[config.mk]
export PLATFORM = sky130hd
export DESIGN_NAME = wb_regfile
export DESIGN_NICKNAME = d
export VERILOG_FILES = /design/src/rtl/wb_regfile.sv
export SDC_FILE = /design/constraint.sdc
export NUM_CORES = 2
export LEC_CHECK = 0
export BUFFER_PORTS_ARGS = -buffer_cell sky130_fd_sc_hd__buf_4
export CAP_MARGIN = 20
export CORE_ASPECT_RATIO = 0.6
export CORE_UTILIZATION = 25
export DETAILED_ROUTE_END_ITERATION = 8
export GPL_TIMING_DRIVEN = 1
export HOLD_SLACK_MARGIN = 0.03
export PLACE_DENSITY = 0.5
export SLEW_MARGIN = 20
export SYNTH_ARGS = -nofsm -noshare
export SYNTH_HDL_FRONTEND = slang
export SYNTH_SLANG_ARGS = --single-unit
[constraint.sdc]
create_clock -name clk -period 3.75 [get_ports clk]
set_input_delay 0.1875 -clock clk [delete_from_list [all_inputs] [get_ports clk]]
set_output_delay 0.1875 -clock clk [all_outputs]
set_load 0.05 [all_outputs]
[src/rtl/wb_regfile.sv]
// -----------------------------------------------------------------------------
// wb_regfile -- write-back stage plus 32 x 32-bit register file.
//
// Selects the write-back value from the MEM/WB register (load data or ALU
// result), commits it to the register file when RegWrite is set and the
// destination is not x0, and counts committed writes.
//
// Configuration macro:
//   WB_BYPASS_EN  when defined, a read of the register being written in the
//                 current cycle returns the value being written (write-through).
//                 When undefined, the read returns the old stored value and
//                 the new value is visible from the next cycle.
//
// Parameters:
//   COUNT_W         width of the commit counter (wraps modulo 2^COUNT_W)
//
// Ports:
//   clk             pipeline clock, rising edge
//   rst_n           asynchronous active-low reset (clears registers, counter)
//   WB[1:0]         bit1 RegWrite, bit0 MemtoReg
//   read_data       load data from MEM/WB
//   ALU_result      ALU result from MEM/WB
//   RegDst_address  destination register index
//   read_reg1/2     decode-stage source indices
//   read_data1/2    combinational register read values
//   wb_data         selected write-back value (for forwarding)
//   wb_we           qualified write enable (RegWrite and destination != 0)
//   wb_count        committed register writes since reset
//
// Handshake: none. Every cycle with wb_we=1 commits exactly one write; the
// block never stalls and applies no backpressure.
// -----------------------------------------------------------------------------
`timescale 1ns/1ps
module wb_regfile #(
  parameter int COUNT_W = 32
) (
  input  logic               clk,
  input  logic               rst_n,
  input  logic [1:0]         WB,
  input  logic [31:0]        read_data,
  input  logic [31:0]        ALU_result,
  input  logic [4:0]         RegDst_address,
  input  logic [4:0]         read_reg1,
  input  logic [4:0]         read_reg2,
  output logic [31:0]        read_data1,
  output logic [31:0]        read_data2,
  output logic [31:0]        wb_data,
  output logic               wb_we,
  output logic [COUNT_W-1:0] wb_count
);

  logic [31:0]        regs_q [32];
  logic [COUNT_W-1:0] count_q;
  logic [COUNT_W-1:0] count_d;

  assign wb_data = WB[0] ? read_data : ALU_result;
  // A write to x0 is not a commit: no storage change and no count.
  assign wb_we   = WB[1] && (RegDst_address != 5'd0);

  // Entry 0 is cleared by reset and never written; reads of index 0 are also
  // forced to zero below so x0 is hard-wired regardless of storage contents.
  always_ff @(posedge clk or negedge rst_n) begin
    if (!rst_n) begin
      for (int i = 0; i < 32; i++) begin
        regs_q[i] <= 32'd0;
      end
    end else begin
      for (int i = 1; i < 32; i++) begin
        if (wb_we && (RegDst_address == 5'(i))) begin
          regs_q[i] <= wb_data;
        end
      end
    end
  end

  always_comb begin
    count_d = count_q;
    if (wb_we) begin
      count_d = count_q + COUNT_W'(1);
    end
  end

  always_ff @(posedge clk or negedge rst_n) begin
    if (!rst_n) begin
      count_q <= '0;
    end else begin
      count_q <= count_d;
    end
  end

  assign wb_count = count_q;

  // wb_we already excludes index 0, so the bypass can never make x0 nonzero.
  always_comb begin
    read_data1 = (read_reg1 == 5'd0) ? 32'd0 : regs_q[read_reg1];
    read_data2 = (read_reg2 == 5'd0) ? 32'd0 : regs_q[read_reg2];
`ifdef WB_BYPASS_EN
    if (wb_we && (read_reg1 == RegDst_address)) begin
      read_data1 = wb_data;
    end
    if (wb_we && (read_reg2 == RegDst_address)) begin
      read_data2 = wb_data;
    end
`else
`endif
  end

endmodule

==> impl_metrics.json <==
{
  "status": "complete, no violations",
  "yosysSeqAreaShare_pct": 48.5,
  "die_x_um": 596,
  "area_delta_synth_final_pct": 18.3,
  "grt_pass1_vias": 39500,
  "end_kind": "output port",
  "place_congestion": 0.825,
  "die_area_um2": 213000,
  "ant_nets": 0,
  "portBuffers": 211,
  "yosysWarnings": 32,
  "layout.nets": 4938,
  "async_flop_share_pct": 100,
  "avgSynthCellArea_um2": 11.0,
  "cts_buffers": 111,
  "crit_start": "read_reg1[1]",
  "power_density_nw_per_um2": 576,
  "fin_crit_ns": 3.10,
  "grt_antenna_before_repair": 13,
  "cap_viol_max_count": 0,
  "fin_cells": 7715,
  "cts_tree": "yes",
  "cp_max_fo": 35,
  "core_area_um2": 210000,
  "drc": 0,
  "die_h_um": 358,
  "cts_resized": 0,
  "path_clk_slew_ns": 0.06,
  "drtIter0Drc": 4094,
  "r2r_end": "wb_count[25]$_DFFE_PN0P_",
  "grt_max_degree": 134,
  "synth_enable_flop_cells": 0,
  "power.leakage_nw": 26.1,
  "vias": 40500,
  "placed_cells": 7478,
  "rsz0062_at_grt": "false",
  "cts_max_path_buffers": 3,
  "reg2regPathDepth": 4,
  "rows": 130,
  "ys_types": 47,
  "io_pins": 212,
  "slew_headroom_pct": 25.4,
  "htreeDepth": 3,
  "firstDrtPassIters": 6,
  "layout_common_cells": "dfrtp_1, nor2_1, a21oi_1",
  "yosys_register_bits": 1024,
  "synthesis.area_um2": 52800,
  "dp_hpwl_um": 130000,
  "pre_cts_ws_ns": 0.581,
  "critPathLaunchType": "input pin",
  "synth_flop_cell": "dfrtp_1",
  "finalWirelength_um": 210000,
  "slew_violations": 0,
  "syn_nets": 4879,
  "setup_viol": 0,
  "fin_crit_sh_pct": 82.8,
  "clock-root-buffer": "clkbuf_16",
  "crit_type": "in -> out",
  "hp-class": "in -> async",
  "fmax_mhz": 322,
  "drive_gt1_share_pct": 23.8,
  "skew_ns": 0.00636,
  "cp.arrival_ns": 2.92,
  "start_util_pct": 25.2,
  "reg2reg_from": "wb_count[4]$_DFFE_PN0P_",
  "final.setup.tns_ns": 0,
  "clock_latency_ns": 0.74,
  "overflow": 0,
  "synth_cells": 4795,
  "final_common_cell": "dfrtp_1",
  "reg2reg_setup_slack_ns": 1.57,
  "tightest_slew_ns": 1.12,
  "vias_per_cell": 5.25,
  "clock-sinks": 1024,
  "worst_slack_ns": 0.646,
  "ir_drop_v": 0.000430,
  "grt.total_usage_pct": 19.5,
  "hold_viol": 0,
  "wl_per_cell_um": 27.3,
  "grt_pass1_wl_um": 301000,
  "critPathRequiredTime_ns": 3.56
}
==> what timing repair did <==
action / CTS / global route
hold buffers: 34 / 0
buffers inserted: 0 / 0
endpoints found under the hold margin: 452 / 0
setup endpoints to repair: 0 / 0
==> routing by layer <==
metal / up-vias / global-route usage [%] / wire, um
met5: - / 0 / 20
met3: 300 / 5.58 / 19700
met2: 1810 / 27.8 / 87700
li1: 17500 / - / -
met1: 20900 / 28.8 / 97800
met4: 2 / 4.94 / 5220
==> cell usage after synthesis, types with 19 or more instances <==
| master | number | area [um^2] |
|---|---|---|
| a211o_1 | 32 | 280 |
| a21oi_1 | 547 | 2740 |
| a221oi_1 | 23 | 201 |
| a22oi_1 | 60 | 450 |
| buf_2 | 98 | 490 |
| buf_4 | 32 | 240 |
| clkbuf_1 | 325 | 1220 |
| dfrtp_1 | 1024 | 25600 |
| inv_1 | 41 | 154 |
| mux2_2 | 75 | 845 |
| mux2i_1 | 176 | 1760 |
| mux4_2 | 436 | 9820 |
| nand2_1 | 511 | 1920 |
| nand3_1 | 22 | 110 |
| nand4_1 | 19 | 119 |
| nor2_1 | 597 | 2240 |
| nor3_1 | 20 | 100 |
| o21ai_0 | 502 | 2510 |
| o221a_2 | 22 | 248 |
| o22ai_1 | 67 | 419 |
| xor2_1 | 23 | 201 |
==> where the power goes <==
group	internal, mW	total (mW)	switching (mW)	leakage (nW)
combinational	4.12	8.94	4.82	11.5
clock	6.75	11.6	4.83	1.86
sequential	13.5	15.5	1.98	12.7
==> per-stage QoR <==
| stage | hold WS, ns | area [um^2] | total power, mW | util [%] |
|---|---|---|---|---|
| floorplan | -0.108 | 52800 | 21.1 | - |
| global placement | 0.226 | 58400 | 24.1 | 27.8 |
| detailed placement | 0.237 | 58400 | 24.4 | 27.8 |
| CTS | 0.0313 | 62500 | 36.2 | 29.8 |
| global route | 0.0617 | 62500 | 37.7 | 29.8 |
| finish | 0.0477 | 62500 | 36.0 | 29.8 |
==> registers in the layout, summed over array words and instances, names as in the netlist <==
| signal | flops |
|---|---|
| regs_q | 992 |
| wb_count | 32 |
==> final cells by class <==
cell class / instances / area, um^2
clock inverters: 33 / 503
well taps: 2772 / 3470
inverters: 43 / 163
clock buffers: 164 / 3270
repair buffers: 434 / 4000
diodes: 5 / 12.5
fillers: 21300 / 147000
multi-input cells: 3240 / 25500
flip-flops and latches: 1024 / 25600
==> kinds of logic (layout without fill, tap and decap cells) <==
family | count (synthesis) | count (layout) | share of synthesized area [%]
buffers and inverters | 531 | 674 | 4.46
muxes | 687 | 687 | 23.5
AOI/OAI and AO/OA | 1293 | 1293 | 13.6
adders and majority gates | 1 | 1 | 0.0237
and+or+nand+nor | 1228 | 1228 | 9.39
DFF | 1024 | 1024 | 48.5
other | 0 | 5 | 0
xor gates and xnor gates | 31 | 31 | 0.514
==> worst max path at each step <==
stage,end,slack [ns],cells after the start
floorplan,read_data1[10],1.05,7
global placement,read_data1[16],0.41,7
detailed placement,read_data1[7],0.58,8
CTS,read_data1[7],0.56,8
global route,read_data1[7],0.55,8
finish,read_data1[7],0.65,8
==> critical path, cell delays in order <==
cell and delay [ns]:
buf_8 0.28, nor2b_4 0.72, buf_4 0.33, a221oi_1 0.11
o221a_2 0.32, nor3_1 0.49, buf_4 0.20, buf_4 0.19
Power figures use the tool's default switching activity.
